--- config.mk ---
export PLATFORM = sky130hd
export DESIGN_NAME = feed_msg_parser_flat
export DESIGN_NICKNAME = d
export VERILOG_FILES = /design/src/rtl/strat_pkg.sv /design/src/rtl/feed_msg_parser_if.sv /design/src/rtl/msg_delay_pipe.sv /design/src/rtl/feed_msg_parser.sv /design/src/flat_wrapper.sv
export SDC_FILE = /design/constraint.sdc
export NUM_CORES = 1
export LEC_CHECK = 0
export ABC_AREA = 0
export ABC_CLOCK_PERIOD_IN_PS = 2110
export BUFFER_PORTS_ARGS = -buffer_cell sky130_fd_sc_hd__buf_2
export CAP_MARGIN = 20
export CELL_PAD_IN_SITES_DETAIL_PLACEMENT = 1
export CELL_PAD_IN_SITES_GLOBAL_PLACEMENT = 2
export CORE_MARGIN = 2
export CORE_UTILIZATION = 32
export CTS_CLUSTER_DIAMETER = 60
export DETAILED_ROUTE_END_ITERATION = 10
export PLACE_DENSITY_LB_ADDON = 0.1
export SLEW_MARGIN = 0
export SYNTH_ARGS = -nofsm -noshare
export SYNTH_HDL_FRONTEND = slang
export SYNTH_HIERARCHICAL = 1
export SYNTH_SLANG_ARGS = --single-unit
export TNS_END_PERCENT = 5
--- constraint.sdc ---
create_clock -name clk -period 2.11 [get_ports clk]
set_clock_uncertainty 0.1 [all_clocks]
set_input_delay 0.633 -clock clk [delete_from_list [all_inputs] [get_ports clk]]
set_output_delay 0.633 -clock clk [all_outputs]
set_load 0.02 [all_outputs]
--- src/rtl/strat_pkg.sv ---
// rtl/strat_pkg.sv - shared feed message field slices, types and helpers
package strat_pkg;

  localparam int MSG_TYPE_HI = 63;
  localparam int MSG_TYPE_LO = 48;
  localparam int SYM_HI      = 47;
  localparam int SYM_LO      = 32;
  localparam int PRICE_HI    = 63;
  localparam int PRICE_LO    = 32;
  localparam int VOL_HI      = 31;
  localparam int VOL_LO      = 0;

  localparam int SYM_W = SYM_HI - SYM_LO + 1;

  localparam logic [15:0] MSG_TYPE_TRADE = 16'h0001;

  typedef enum logic [1:0] {
    WAIT_SOP,
    BEAT0,
    BEAT1
  } parse_state_t;

  typedef struct packed {
    logic [SYM_W-1:0] sym;
    logic [31:0]      price;
    logic [31:0]      volume;
  } feed_msg_t;

  function automatic logic [15:0] sat_inc16(input logic [15:0] value);
    return (value == 16'hFFFF) ? value : value + 16'd1;
  endfunction

endpackage

--- src/rtl/feed_msg_parser_if.sv ---
// rtl/feed_msg_parser_if.sv - market-data feed beat stream (valid/ready with sop/eop framing)
interface feed_msg_parser_if #(
  parameter int DATA_W = 64
) ();

  logic [DATA_W-1:0] data;
  logic              valid;
  logic              sop;
  logic              eop;
  logic              ready;

  modport master (output data, output valid, output sop, output eop, input ready);
  modport slave  (input data, input valid, input sop, input eop, output ready);

endinterface

--- src/rtl/msg_delay_pipe.sv ---
// rtl/msg_delay_pipe.sv - fixed-depth valid-tagged shift pipeline aligning messages with RAM read data
module msg_delay_pipe
  import strat_pkg::*;
#(
  parameter int DEPTH = 2
) (
  input  logic      clk,
  input  logic      reset,
  input  logic      in_valid,
  input  feed_msg_t in_msg,
  output logic      out_valid,
  output feed_msg_t out_msg
);

  logic [DEPTH-1:0] vld;
  feed_msg_t        stage [DEPTH];

  // Only the valid tags need flushing; payload is ignored unless tagged.
  always_ff @(posedge clk) begin
    if (reset) begin
      vld <= '0;
    end else begin
      vld[0] <= in_valid;
      for (int i = 1; i < DEPTH; i++) begin
        vld[i] <= vld[i-1];
      end
    end
  end

  always_ff @(posedge clk) begin
    stage[0] <= in_msg;
    for (int i = 1; i < DEPTH; i++) begin
      stage[i] <= stage[i-1];
    end
  end

  assign out_valid = vld[DEPTH-1];
  assign out_msg   = stage[DEPTH-1];

endmodule

--- src/rtl/feed_msg_parser.sv ---
// rtl/feed_msg_parser.sv - parses two-beat feed messages, issues symbol reads, aligns fields with RAM data
module feed_msg_parser #(
  parameter int          DATA_W         = 64,
  parameter int          ADDR_W         = 10,
  parameter int          RCB_RD_LAT     = 2,
  parameter logic [15:0] MSG_TYPE_TRADE = strat_pkg::MSG_TYPE_TRADE
) (
  input  logic               clk,
  input  logic               reset,
  feed_msg_parser_if.slave   feed,
  output logic [ADDR_W-1:0]  t2t_rd_addr,
  output logic               sef_read,
  output logic               slf_inmsg,
  output logic [ADDR_W-1:0]  msg_sym,
  output logic [31:0]        msg_price,
  output logic [31:0]        msg_volume,
  output logic [15:0]        drop_cnt
);

  import strat_pkg::*;

  logic [DATA_W-1:0] beat;
  logic              ready_q;
  logic              accept;
  parse_state_t      state_q;
  parse_state_t      state_d;
  logic              capture;
  logic              complete;
  logic              frame_err;
  logic [15:0]       type_q;
  logic [ADDR_W-1:0] sym_q;
  logic              issue;
  feed_msg_t         pipe_in;
  feed_msg_t         pipe_out;
  logic              pipe_valid;

  assign beat       = feed.data;
  assign feed.ready = ready_q;
  assign accept     = feed.valid & ready_q;

  always_ff @(posedge clk) begin
    ready_q <= ~reset;
  end

  always_ff @(posedge clk) begin
    if (reset) begin
      state_q <= WAIT_SOP;
    end else begin
      state_q <= state_d;
    end
  end

  always_comb begin
    state_d   = state_q;
    capture   = 1'b0;
    complete  = 1'b0;
    frame_err = 1'b0;
    if (accept) begin
      case (state_q)
        WAIT_SOP: begin
          if (feed.sop && feed.eop) begin
            frame_err = 1'b1;
          end else if (feed.sop) begin
            capture = 1'b1;
            state_d = BEAT1;
          end
        end
        BEAT0: begin
          if (feed.eop) begin
            frame_err = 1'b1;
            state_d   = WAIT_SOP;
          end else begin
            capture = 1'b1;
            state_d = BEAT1;
          end
        end
        BEAT1: begin
          // A sop here abandons the half-parsed message; the beat restarts as beat0.
          if (feed.sop) begin
            frame_err = 1'b1;
            capture   = 1'b1;
            state_d   = feed.eop ? WAIT_SOP : BEAT1;
          end else begin
            complete = 1'b1;
            state_d  = feed.eop ? WAIT_SOP : BEAT0;
          end
        end
        default: state_d = WAIT_SOP;
      endcase
    end
  end

  always_ff @(posedge clk) begin
    if (reset) begin
      type_q <= '0;
      sym_q  <= '0;
    end else if (capture) begin
      type_q <= beat[MSG_TYPE_HI:MSG_TYPE_LO];
      sym_q  <= beat[SYM_LO +: ADDR_W];
    end
  end

  assign issue = complete && (type_q == MSG_TYPE_TRADE);

  always_ff @(posedge clk) begin
    if (reset) begin
      sef_read    <= 1'b0;
      t2t_rd_addr <= '0;
    end else begin
      sef_read <= issue;
      if (issue) begin
        t2t_rd_addr <= sym_q;
      end
    end
  end

  always_ff @(posedge clk) begin
    if (reset) begin
      drop_cnt <= '0;
    end else if (frame_err) begin
      drop_cnt <= sat_inc16(drop_cnt);
    end
  end

  always_comb begin
    pipe_in        = '0;
    pipe_in.sym    = SYM_W'(sym_q);
    pipe_in.price  = beat[PRICE_HI:PRICE_LO];
    pipe_in.volume = beat[VOL_HI:VOL_LO];
  end

  // The pipeline is loaded on the beat1 edge, so its depth plus the output
  // register below lands the strobe RCB_RD_LAT cycles after sef_read.
  msg_delay_pipe #(
    .DEPTH (RCB_RD_LAT)
  ) u_delay (
    .clk       (clk),
    .reset     (reset),
    .in_valid  (issue),
    .in_msg    (pipe_in),
    .out_valid (pipe_valid),
    .out_msg   (pipe_out)
  );

  always_ff @(posedge clk) begin
    if (reset) begin
      slf_inmsg  <= 1'b0;
      msg_sym    <= '0;
      msg_price  <= '0;
      msg_volume <= '0;
    end else begin
      slf_inmsg <= pipe_valid;
      if (pipe_valid) begin
        msg_sym    <= pipe_out.sym[ADDR_W-1:0];
        msg_price  <= pipe_out.price;
        msg_volume <= pipe_out.volume;
      end
    end
  end

  generate
    if (ADDR_W < SYM_W) begin : g_sym_trim
      logic unused_sym_bits;
      assign unused_sym_bits = ^pipe_out.sym[SYM_W-1:ADDR_W];
    end
  endgenerate

endmodule

--- src/flat_wrapper.sv ---
// flat-port wrapper written by rule: the top's interface ports become plain ports
module feed_msg_parser_flat import strat_pkg::*;
#(
  parameter int          DATA_W         = 64,
  parameter int          ADDR_W         = 10,
  parameter int          RCB_RD_LAT     = 2,
  parameter logic [15:0] MSG_TYPE_TRADE = strat_pkg::MSG_TYPE_TRADE
)
  (clk, reset, t2t_rd_addr, sef_read, slf_inmsg, msg_sym, msg_price, msg_volume, drop_cnt, feed_data, feed_valid, feed_sop, feed_eop, feed_ready);
  feed_msg_parser_if #(.DATA_W(DATA_W)) feed_i ();
  input  logic clk;
  input  logic reset;
  output logic [ADDR_W-1:0] t2t_rd_addr;
  output logic sef_read;
  output logic slf_inmsg;
  output logic [ADDR_W-1:0] msg_sym;
  output logic [31:0] msg_price;
  output logic [31:0] msg_volume;
  output logic [15:0] drop_cnt;
  input wire logic [$bits(feed_i.data)-1:0] feed_data;
  input wire logic [$bits(feed_i.valid)-1:0] feed_valid;
  input wire logic [$bits(feed_i.sop)-1:0] feed_sop;
  input wire logic [$bits(feed_i.eop)-1:0] feed_eop;
  output wire logic [$bits(feed_i.ready)-1:0] feed_ready;
  assign feed_i.data = feed_data;
  assign feed_i.valid = feed_valid;
  assign feed_i.sop = feed_sop;
  assign feed_i.eop = feed_eop;
  assign feed_ready = feed_i.ready;
  feed_msg_parser #(.DATA_W(DATA_W), .ADDR_W(ADDR_W), .RCB_RD_LAT(RCB_RD_LAT), .MSG_TYPE_TRADE(MSG_TYPE_TRADE)) u_core (.clk(clk), .reset(reset), .feed(feed_i), .t2t_rd_addr(t2t_rd_addr), .sef_read(sef_read), .slf_inmsg(slf_inmsg), .msg_sym(msg_sym), .msg_price(msg_price), .msg_volume(msg_volume), .drop_cnt(drop_cnt));
endmodule
==> Word level (Yosys, flattened, before mapping) <==
Memory sizes are Yosys's and may differ from the RTL's. A register that Yosys moved wholly into a read port is not among the register bits.
Cells that the tools add are included.
{ "totals": {"register_bits": 59, "ramBits": 160, "inputBits": 69, "output_inout_bits": 103, "word_cells": 43, "mem_count": 1} }
{ "classes": {"n_addsub": 1, "eq_ne": 6, "muxes": 18, "bitwise_logic": 3, "reduce_logical": 5} }
{ "memory_table": {"columns": ["name", "words", "word_bits", "read_ports", "rd_clocked_by_memory_dff", "write_ports", "line", "source"], "rows": [
  ["u_core.u_delay.stage", 2, 80, 2, 1, 2, "msg_delay_pipe.sv:16", "feed_msg_t stage [DEPTH];"]
]} }
{ "ops": {"columns": ["operator", "n"], "rows": [
  ["$add A16 B1 Y16 const B", 1],
  ["$eq A16 B1 Y1 const B", 1],
  ["$eq A16 B16 Y1 const B", 1],
  ["$mux W1", 11],
  ["$mux W2", 4],
  ["$pmux W1 S3", 2],
  ["$pmux W2 S3", 1],
  ["$ne A2 B2 Y1 const B", 2],
  ["$reduce_and A3 Y1", 1],
  ["$eq A2 B1 Y1 const B", 1],
  ["$eq A2 B2 Y1 const B", 1],
  ["$logic_and A1 B1 Y1", 2],
  ["$logic_not A2 Y1", 1],
  ["$not A1 Y1", 2],
  ["$reduce_and A2 Y1", 1],
  ["$and A1 B1 Y1", 1]
]} }

==> Longest topological paths before layout <==
Gate-level depths: netlist of the first run.
{ "logic_depth": {"depth_word": 5, "mapped_depth": 6, "ltp_nobuf": 5} }

==> By module <==
The synthesis of the first run kept the hierarchy.
{ "modules_own_cells": {"columns": ["module", "instances", "cells_per_inst", "area_each_um2", "seq_area_each_um2"], "rows": [
  ["feed_msg_parser", 1, 535, 4989.8, 2622.5],
  ["msg_delay_pipe", 1, 244, 3856.2, 3243.1]
]} }

==> Worst setup path after synthesis of the first run <==
Ideal clock, no wire load.
{ "synth_path": {"path_kind": "input-to-reg", "from": "in feed_sop", "to": "reg u_core.drop_cnt[11]", "arrival_time_ps": 1868, "t_required_ps": 1887, "path_slack_ps": 19, "path_stages": 5, "n_path_buf": 1, "path_cell_list": "o211ai_2 or3_4 buf_6 nor4_1 mux2_1"} }
{ "synth_between": {"elab_chain_cells": 5, "word_cells_on_any_way": 6} }
{ "synth_rtl": {"columns": ["element", "line", "source"], "rows": [
  ["start, declared", "flat_wrapper.sv:22", "input wire logic [$bits(feed_i.sop)-1:0] feed_sop;"],
  ["$logic_and A1 B1 Y1", "feed_msg_parser.sv:61", "if (feed.sop && feed.eop) begin"],
  ["$mux W1", "feed_msg_parser.sv:61", null],
  ["$pmux W1 S3 *", "feed_msg_parser.sv:59", "case (state_q)"],
  ["$mux W1 *", "feed_msg_parser.sv:58", "if (accept) begin"],
  ["$reduce_and A2 Y1 (no line) *", null, null],
  ["end signal, assigned", "feed_msg_parser.sv:121", "drop_cnt <= sat_inc16(drop_cnt);"],
  ["end, declared", "feed_msg_parser.sv:17", "output logic [15:0] drop_cnt"]
]} }
Every way passes the cells marked *; elsewhere a longest branch is shown, timed or not.
A chain may end at the register's enable or synchronous reset.

==> Worst setup path after layout of the first run <==
{ "layout_path": {"from": "reg u_core.drop_cnt[7]", "to": "out drop_cnt[7]"} }
{ "layout_rtl": {"columns": ["element", "line", "source"], "rows": [
  ["end, declared", "flat_wrapper.sv:19", "output logic [15:0] drop_cnt;"]
]} }
No word-level cell between the ends.

==> results_dict.tcl, run 1 <==
set metrics [dict create \
    final_cells 1244 \
    cp_num_cells 1 \
    setup_violations 0 \
    routabilityCongestion 0.752 \
    min_to "u_core/u_delay/stage[0][14]" \
    grt_pass1_wl_um 30500 \
    clkPwrFrac 0.503 \
    row_count 59 \
    worstPathMaxFanout 8 \
    area_growth_pct 23.1 \
    dieHeight_um 168 \
    max_cap_violations 0 \
    fin_nets 953 \
    initial_core_util 0.327 \
    min_period_ns 1.94 \
    routed_wl_um 19200 \
    layout-drive-gt1-share 0.287 \
    die_area_mm2 0.0281 \
    routedWlPerCell_um 15.4 \
    grt_max_degree 57 \
    timing.fmax_mhz 514 \
    rsz0062_at_grt "false" \
    pre_cts_ws_ns -0.150 \
    drc_errors 26 \
    rr_worst_depth 4 \
    irDropWorstVdd_mv 0.519 \
    cts.hold.buffers_added 0 \
    synth.cell_area_mm2 0.00856 \
    ys.warnings.count 6 \
    p_leak_nw 4.39 \
    grt_pass1_vias 5667 \
    relSlewSlack 0.624 \
    io_buffers 171 \
    hold_viol_final 0 \
    postRouteAntennaNets 0 \
    critPathKind "reg -> out" \
    grtUsageTotal 0.133 \
    end_kind "output port" \
    worstPathArrival_ns 1.21 \
    path_cells "buf_2" \
    status "finished, violations left" \
    comb_power_share 0.018 \
    cp.buffers_inverters 1 \
    power.density_mw_per_mm2 1090 \
    worstHoldPathType "in -> reg" \
    worstPathRequired_ns 1.38 \
    cts_tree "built" \
    clkTransAtPathRegs_ns 0.06 \
    dp_cells 1185 \
    htreeDepth 1 \
    cts_root_buf "clkbuf_16" \
    violations "design-rule violations" \
    cts_buffers 31 \
    antenna_found_initial 1 \
    via_per_inst 4.40 \
    p_sw_frac 0.197 \
    finalCritPeriodShare 0.922 \
    die_w_um 168 \
    drtIter0Drc 191 \
    seqPwrFrac 0.478 \
    netlist_instances 760 \
    drv_slew 0 \
    reg2reg_to "u_core/drop_cnt[13]" \
    hold_depth 1 \
    clkSinkCount 281 \
    slowest_stage "dfxtp_1" \
    rr_startpoint "u_core/state_q[0]" \
    grt_overflow 0 \
    critPathMaxStageDelay_ns 0.45 \
    start_kind "flip-flop" \
    hpwlAfterDp_um 13200 \
    synth_nets 830 \
    io_pins 172 \
    avgSynthCellArea_um2 11.3 \
    timing.hold.ws_ns 0.0777 \
    hold_start "feed_data[14]" \
    clk_latency_ns 0.55 \
    vias 5477 \
    p_int_mw 9.23 \
    core-area_mm2 0.0261 \
    path_delay_family "flip-flops" \
    switchingPower_mw 2.27 \
    cts_max_path_buffers 3 \
    r2r_setup_slack_ns 0.22 \
    finalSetupTns_ns 0 \
    worst_pin_slew_ns 0.559 \
    fin_ws_ns 0.165 \
    final_util 0.403 \
    drt_first_pass_iters 7 \
]
==> stage by stage <==
step	instance area, um^2	power (mW)
2_1_floorplan	8560	5.78
3_3_place_gp	9410	5.82
3_5_place_dp	9410	5.84
4_1_cts	10500	11.7
5_1_grt	10500	12.0
6_report	10500	11.5
==> power groups by stage <==
stage	Sequential (mW)	Combinational, mW	Clock, mW
2_1_floorplan	5.61	0.171	0
3_3_place_gp	5.61	0.211	0
3_5_place_dp	5.62	0.216	0
4_1_cts	5.50	0.217	5.97
5_1_grt	5.51	0.235	6.22
6_report	5.50	0.210	5.79
==> cell usage in the layout, fill, tap and decap left out, types with 3 or more instances in the layout <==
| cell | n |
|---|---|
| bufinv_16 | 7 |
| a31oi_1 | 3 |
| nand3_1 | 17 |
| nor2_1 | 87 |
| nor4_1 | 7 |
| and2_1 | 4 |
| mux2_2 | 4 |
| nand4_1 | 3 |
| nor3_1 | 5 |
| clkbuf_16 | 31 |
| dfxtp_1 | 280 |
| buf_12 | 5 |
| clkinv_2 | 6 |
| o21ai_0 | 14 |
| nor2b_1 | 11 |
| buf_4 | 24 |
| a311oi_1 | 4 |
| a21oi_1 | 40 |
| clkbuf_8 | 4 |
| mux2i_1 | 75 |
| and3_1 | 6 |
| nand2_1 | 61 |
| buf_2 | 170 |
| clkbuf_1 | 6 |
==> what timing repair did <==
action / in CTS / in global routing
gates resized for setup: 0 / 1
buffers inserted: 0 / 0
setup endpoints to repair: 0 / 1
==> final cells by class <==
type,instances,area [um^2]
antenna,2,5.00
tap,335,419
clock buffer,41,853
clock inverter,16,263
fill,2858,15600
inverter,2,7.51
timing repair buffer,199,1130
multi-input combinational,368,2230
sequential,281,5630
==> how the worst max path moves through the flow <==
stage / from / endpoint / slack [ns]
global placement: feed_sop / u_core/drop_cnt[13] / -0.11
CTS: u_core/drop_cnt[7] / drop_cnt[7] / 0.13
detailed placement: feed_sop / u_core/drop_cnt[13] / -0.15
finish: u_core/drop_cnt[7] / drop_cnt[7] / 0.17
floorplan: feed_sop / u_core/drop_cnt[11] / 0.02
global route: u_core/drop_cnt[0] / u_core/drop_cnt[14] / 0.04
==> state kept, by name, summed over array words and instances (netlist names), 2 cells and up <==
| signal | flops |
|---|---|
| u_core/drop_cnt | 16 |
| u_core/u_delay/stage | 148 |
| u_core/sym_q | 10 |
| u_core/msg_sym | 10 |
| u_core/u_delay/vld | 2 |
| u_core/msg_volume | 32 |
| u_core/state_q | 2 |
| u_core/type_q | 16 |
| u_core/msg_price | 32 |
| u_core/t2t_rd_addr | 10 |
==> routing by layer <==
layer | vias to the layer above | GRT usage | part of all wire | wire length [um]
met4 | 0 | 0.0439 | 0.027 | 516
met5 | - | 0 | 0 | 0
met1 | 2592 | 0.165 | 0.44 | 8510
met2 | 138 | 0.222 | 0.46 | 8770
li1 | 2713 | - | - | -
met3 | 34 | 0.0402 | 0.073 | 1400
Note: power is estimated with default switching activity, not from simulation.
==> run 2, diff against run 1 <==
- ABC_AREA: 0 -> 1
- CORE_UTILIZATION: 32 -> 30
==> run 2 against run 1 <==
The run now ends clean. Cell count is 15% higher. Worst hold slack better by 0.062 ns. Routed wire length is 7.8% higher. Die area is 7.2% higher. Clock power is 1% lower. Setup slack better by 0.070 ns. Sequential power hardly changed. Global-route usage is 0.49 points higher. Sequential share of layout area is 0.33 points lower. Critical path type unchanged.
==> results_dict.tcl, run 2 <==
set metrics [dict create \
    cts_root_buf "clkbuf_16" \
    die_area_mm2 0.0301 \
    pre_cts_ws_ns 0.0750 \
    critPathMaxStageDelay_ns 0.33 \
    slowest_stage "dfxtp_1" \
    drv_slew 0 \
    fin_nets 1093 \
    antenna_found_initial 0 \
    post_cts_buffers 0 \
    worstPathMaxFanout 4 \
    clkPwrFrac 0.498 \
    largestRegisters "u_core/u_delay/stage: 148 flops, u_core/msg_price: 32 flops, u_core/msg_volume: 32 flops" \
    routabilityCongestion 0.720 \
    fin_ws_ns 0.235 \
    final_util 0.372 \
    grtUsageTotal 0.138 \
    routed_wl_um 20700 \
    top_register "u_core/u_delay/stage" \
    layout-drive-gt1-share 0.250 \
    worstPathArrival_ns 1.14 \
    p_sw_frac 0.206 \
    io_pins 172 \
    hpwlAfterDp_um 13500 \
    final_cells 1429 \
    end_kind "output port" \
    p_int_mw 9.10 \
    power.density_mw_per_mm2 1080 \
    htreeDepth 2 \
    setup_violations 0 \
    max_cap_violations 0 \
    clkTransAtPathRegs_ns 0.06 \
    hold_viol_final 0 \
    dieHeight_um 173 \
    final_cell_mix "280 x dfxtp_1, 196 x nor2_1, 171 x buf_2" \
    start_kind "flip-flop" \
    netlist_instances 908 \
    path_cells "buf_4, buf_2" \
    cts_buffers 35 \
    min_period_ns 1.88 \
    num_antenna_cells 0 \
    timing.fmax_mhz 533 \
    routedWlPerCell_um 14.5 \
    grt_pass1_wl_um 33200 \
    p_total_mw 11.5 \
    vias 6001 \
    synth.cell_area_mm2 0.00861 \
    drt_first_pass_iters 4 \
    grt_overflow 0 \
    multi_input_area_mm2 0.00207 \
    postRouteAntennaNets 0 \
    initial_core_util 0.302 \
    switchingPower_mw 2.36 \
    fillers 3291 \
    drtIter0Drc 207 \
    comb_power_share 0.020 \
    worstHoldPathType "in -> reg" \
    rsz0062_at_grt "false" \
    cts_max_path_buffers 3 \
    regArea_mm2 0.00563 \
    grt_max_degree 46 \
    synth_nets 978 \
    area_growth_pct 23.1 \
    status "completed" \
    largest_register_ffs 148 \
    finalCritPeriodShare 0.889 \
    core-area_mm2 0.0285 \
    ys.warnings.count 6 \
    seqPwrFrac 0.482 \
    path_delay_family "flip-flops" \
    worstPathRequired_ns 1.38 \
    die_w_um 173 \
    relSlewSlack 0.712 \
    io_buffers 171 \
    worst_pin_slew_ns 0.431 \
    dp_cells 1370 \
    avgSynthCellArea_um2 9.48 \
    critPathKind "reg -> out" \
    irDropWorstVdd_mv 0.412 \
    drc_errors 0 \
    row_count 62 \
    clkSinkCount 281 \
    p_leak_nw 4.93 \
    cp.buffers_inverters 2 \
    via_per_inst 4.20 \
    finalSetupTns_ns 0 \
    final_common_cell "dfxtp_1" \
    clk_latency_ns 0.49 \
    grt_pass1_vias 6063 \
    cts_tree "built" \
]
run 2: path summary, 6_finish.rpt:
path / from / depth (start not counted) / endpoint / slack [ns]
min: feed_data[30] / 1 / u_core/u_delay/stage[0][30] / 0.14
max reg2reg: u_core/drop_cnt[1] / 9 / u_core/drop_cnt[0] / 0.31
min reg2reg: u_core/u_delay/stage[0][60] / 0 / u_core/u_delay/stage[0][140] / 0.21
max: u_core/drop_cnt[8] / 2 / drop_cnt[8] / 0.23
run 2: layer usage:
layer | vias up | routed length [um] | track usage
li1 | 3006 | - | -
met1 | 2822 | 9990 | 0.183
met2 | 134 | 9160 | 0.222
met3 | 39 | 1070 | 0.0329
met4 | 0 | 471 | 0.0441
met5 | - | 0 | 0
run 2: cell type report:
type,instances,area share
clock inverters,8,0.00472
flip-flops and latches,281,0.531
inverters,54,0.0192
repair buffers,191,0.103
clock buffers,51,0.102
well taps,384,0.0453
multi-input cells,460,0.195
run 2: stage by stage:
stage                     hold slack, ns  instance area [um^2]
after global routing               0.112                 10600
final                              0.140                 10600
after floorplan                    0.210                  8610
after detailed placement           0.213                  9460
after CTS                          0.110                 10600
after global placement             0.210                  9460
run 2: repair_timing:
item / CTS / global route
endpoints found under the hold margin: 0 / 0
setup endpoints to repair: 0 / 2
hold buffers: 0 / 0
resized for setup: 0 / 1
run 2: power by group through the flow:
stage          clock network, mW  logic [mW]  registers [mW]
6_report                    5.71       0.227            5.52
5_1_grt                     6.17       0.256            5.54
4_1_cts                     5.93       0.233            5.52
3_5_place_dp                   0       0.231            5.64
3_3_place_gp                   0       0.231            5.63
2_1_floorplan                  0       0.189            5.63
==> run 3, diff against run 2 <==
- MAX_ROUTING_LAYER: unset -> met4
==> run 3 against run 2 <==
Sequential share of layout area unchanged. Global-route usage up 0.40 points. Critical path depth unchanged. Power about the same. Clock-buffer cell count unchanged. Combinational power about the same. Cell count unchanged. Sequential cell count unchanged. Utilization unchanged. Maximum frequency down 0.16%. Critical path type unchanged. Largest cell class unchanged. Largest power group unchanged.
==> results_dict.tcl, run 3 (same netlist as run 2, synthesis figures left out) <==
set metrics [dict create \
    status "completed" \
    final_cell_mix "280 x dfxtp_1, 196 x nor2_1, 171 x buf_2" \
    finalSetupTns_ns 0 \
    drv_slew 0 \
    worstPathRequired_ns 1.38 \
    path_delay_family "flip-flops" \
    grt_max_degree 46 \
    worst_pin_slew_ns 0.422 \
    routedWlPerCell_um 14.5 \
    clkTransAtPathRegs_ns 0.06 \
    end_kind "output port" \
    die_w_um 173 \
    final_common_cell "dfxtp_1" \
    max_cap_violations 0 \
    finalCritPeriodShare 0.890 \
    worstHoldPathType "in -> reg" \
    largest_register_ffs 148 \
    initial_core_util 0.302 \
    cts_root_buf "clkbuf_16" \
    io_pins 172 \
    drc_errors 0 \
    rsz0062_at_grt "false" \
    antenna_found_initial 0 \
    layout-drive-gt1-share 0.250 \
    grt_overflow 0 \
    routed_wl_um 20700 \
    core-area_mm2 0.0285 \
    htreeDepth 2 \
    row_count 62 \
    cts_buffers 35 \
    cts_tree "built" \
    worstPathMaxFanout 4 \
    irDropWorstVdd_mv 0.412 \
    area_growth_pct 23.1 \
    setup_violations 0 \
    hold_viol_final 0 \
    routabilityCongestion 0.729 \
    clk_latency_ns 0.49 \
    critPathMaxStageDelay_ns 0.33 \
    die_area_mm2 0.0301 \
    io_buffers 171 \
    grt_pass1_vias 6080 \
    largestRegisters "u_core/u_delay/stage: 148 flops, u_core/msg_price: 32 flops, u_core/msg_volume: 32 flops" \
    min_period_ns 1.88 \
    top_register "u_core/u_delay/stage" \
    cp.buffers_inverters 2 \
    grt_pass1_wl_um 33100 \
    cts_max_path_buffers 3 \
    num_antenna_cells 0 \
    postRouteAntennaNets 0 \
    start_kind "flip-flop" \
    worstPathArrival_ns 1.15 \
    p_leak_nw 4.93 \
    clkSinkCount 281 \
    timing.fmax_mhz 532 \
    placed_area_mm2 0.00946 \
    drtIter0Drc 190 \
    fillers 3291 \
    path_cells "buf_4, buf_2" \
    vias 6013 \
    hpwlAfterDp_um 13500 \
    r2r_setup_slack_ns 0.31 \
    relSlewSlack 0.719 \
    dieHeight_um 173 \
    power.density_mw_per_mm2 1080 \
    slowest_stage "dfxtp_1" \
    stdcell_area_mm2 0.0106 \
    grtUsageTotal 0.142 \
    fin_nets 1093 \
    critPathKind "reg -> out" \
    via_per_inst 4.21 \
    drt_first_pass_iters 4 \
]
run 3: cell counts in the layout (fill, tap and decap cells not counted):
Identical to the previous run, type by type.
run 3: through the flow:
step	cells	setup slack (ns)	power [mW]	util	hold slack, ns
after global placement	1370	0.108	5.87	0.332	0.210
after CTS	1429	0.188	11.7	0.372	0.110
after detailed placement	1370	0.0750	5.87	0.332	0.213
final	1429	0.232	11.5	0.372	0.139
after floorplan	908	0.378	5.82	-	0.210
after global routing	1429	0.122	12.0	0.372	0.112
run 3: final cells by class:
class / count / area, um^2 / area share
Sequential cell: 281 / 5630 / 0.531
Multi-Input combinational cell: 460 / 2070 / 0.195
Timing Repair Buffer: 191 / 1090 / 0.103
Clock buffer: 51 / 1080 / 0.102
Tap cell: 384 / 480 / 0.0453
Inverter: 54 / 204 / 0.0192
Clock inverter: 8 / 50.0 / 0.00472
run 3: per-layer routing:
layer	track usage	part of all wire
met3	0.0316	0.047
met5	-	0
met2	0.222	0.45
met1	0.184	0.48
met4	0.0441	0.023
run 3: timing repair:
item,4_1_cts,5_1_grt
setup buffers,0,0
endpoints found under the setup margin,0,2
hold buffers,0,0
resized for setup,0,1
hold endpoints to repair,0,0
run 3: path summary, 6_finish.rpt:
| check | from | depth (start not counted) | endpoint |
|---|---|---|---|
| setup / recovery | u_core/drop_cnt[8] | 2 | drop_cnt[8] |
| hold / removal | feed_data[30] | 1 | u_core/u_delay/stage[0][30] |
| setup reg to reg | u_core/drop_cnt[1] | 9 | u_core/drop_cnt[0] |
| hold reg to reg | u_core/u_delay/stage[0][60] | 0 | u_core/u_delay/stage[0][140] |
run 3: where the power goes:
part / switching [mW] / internal (mW) / leakage [nW]
clock network: 2.17 / 3.53 / 0.561
registers: 0.0459 / 5.48 / 2.32
logic: 0.131 / 0.0960 / 2.06
run 3: worst register-to-register path, cell delays in order (launching register included):
cell and delay, ns:
dfxtp_1 0.37, ha_1 0.22, nand2_1 0.08, nor2_2 0.14
nand2_1 0.16, nor2_2 0.20, nor2_4 0.04, buf_4 0.18
o21ai_0 0.16, nor2_1 0.06
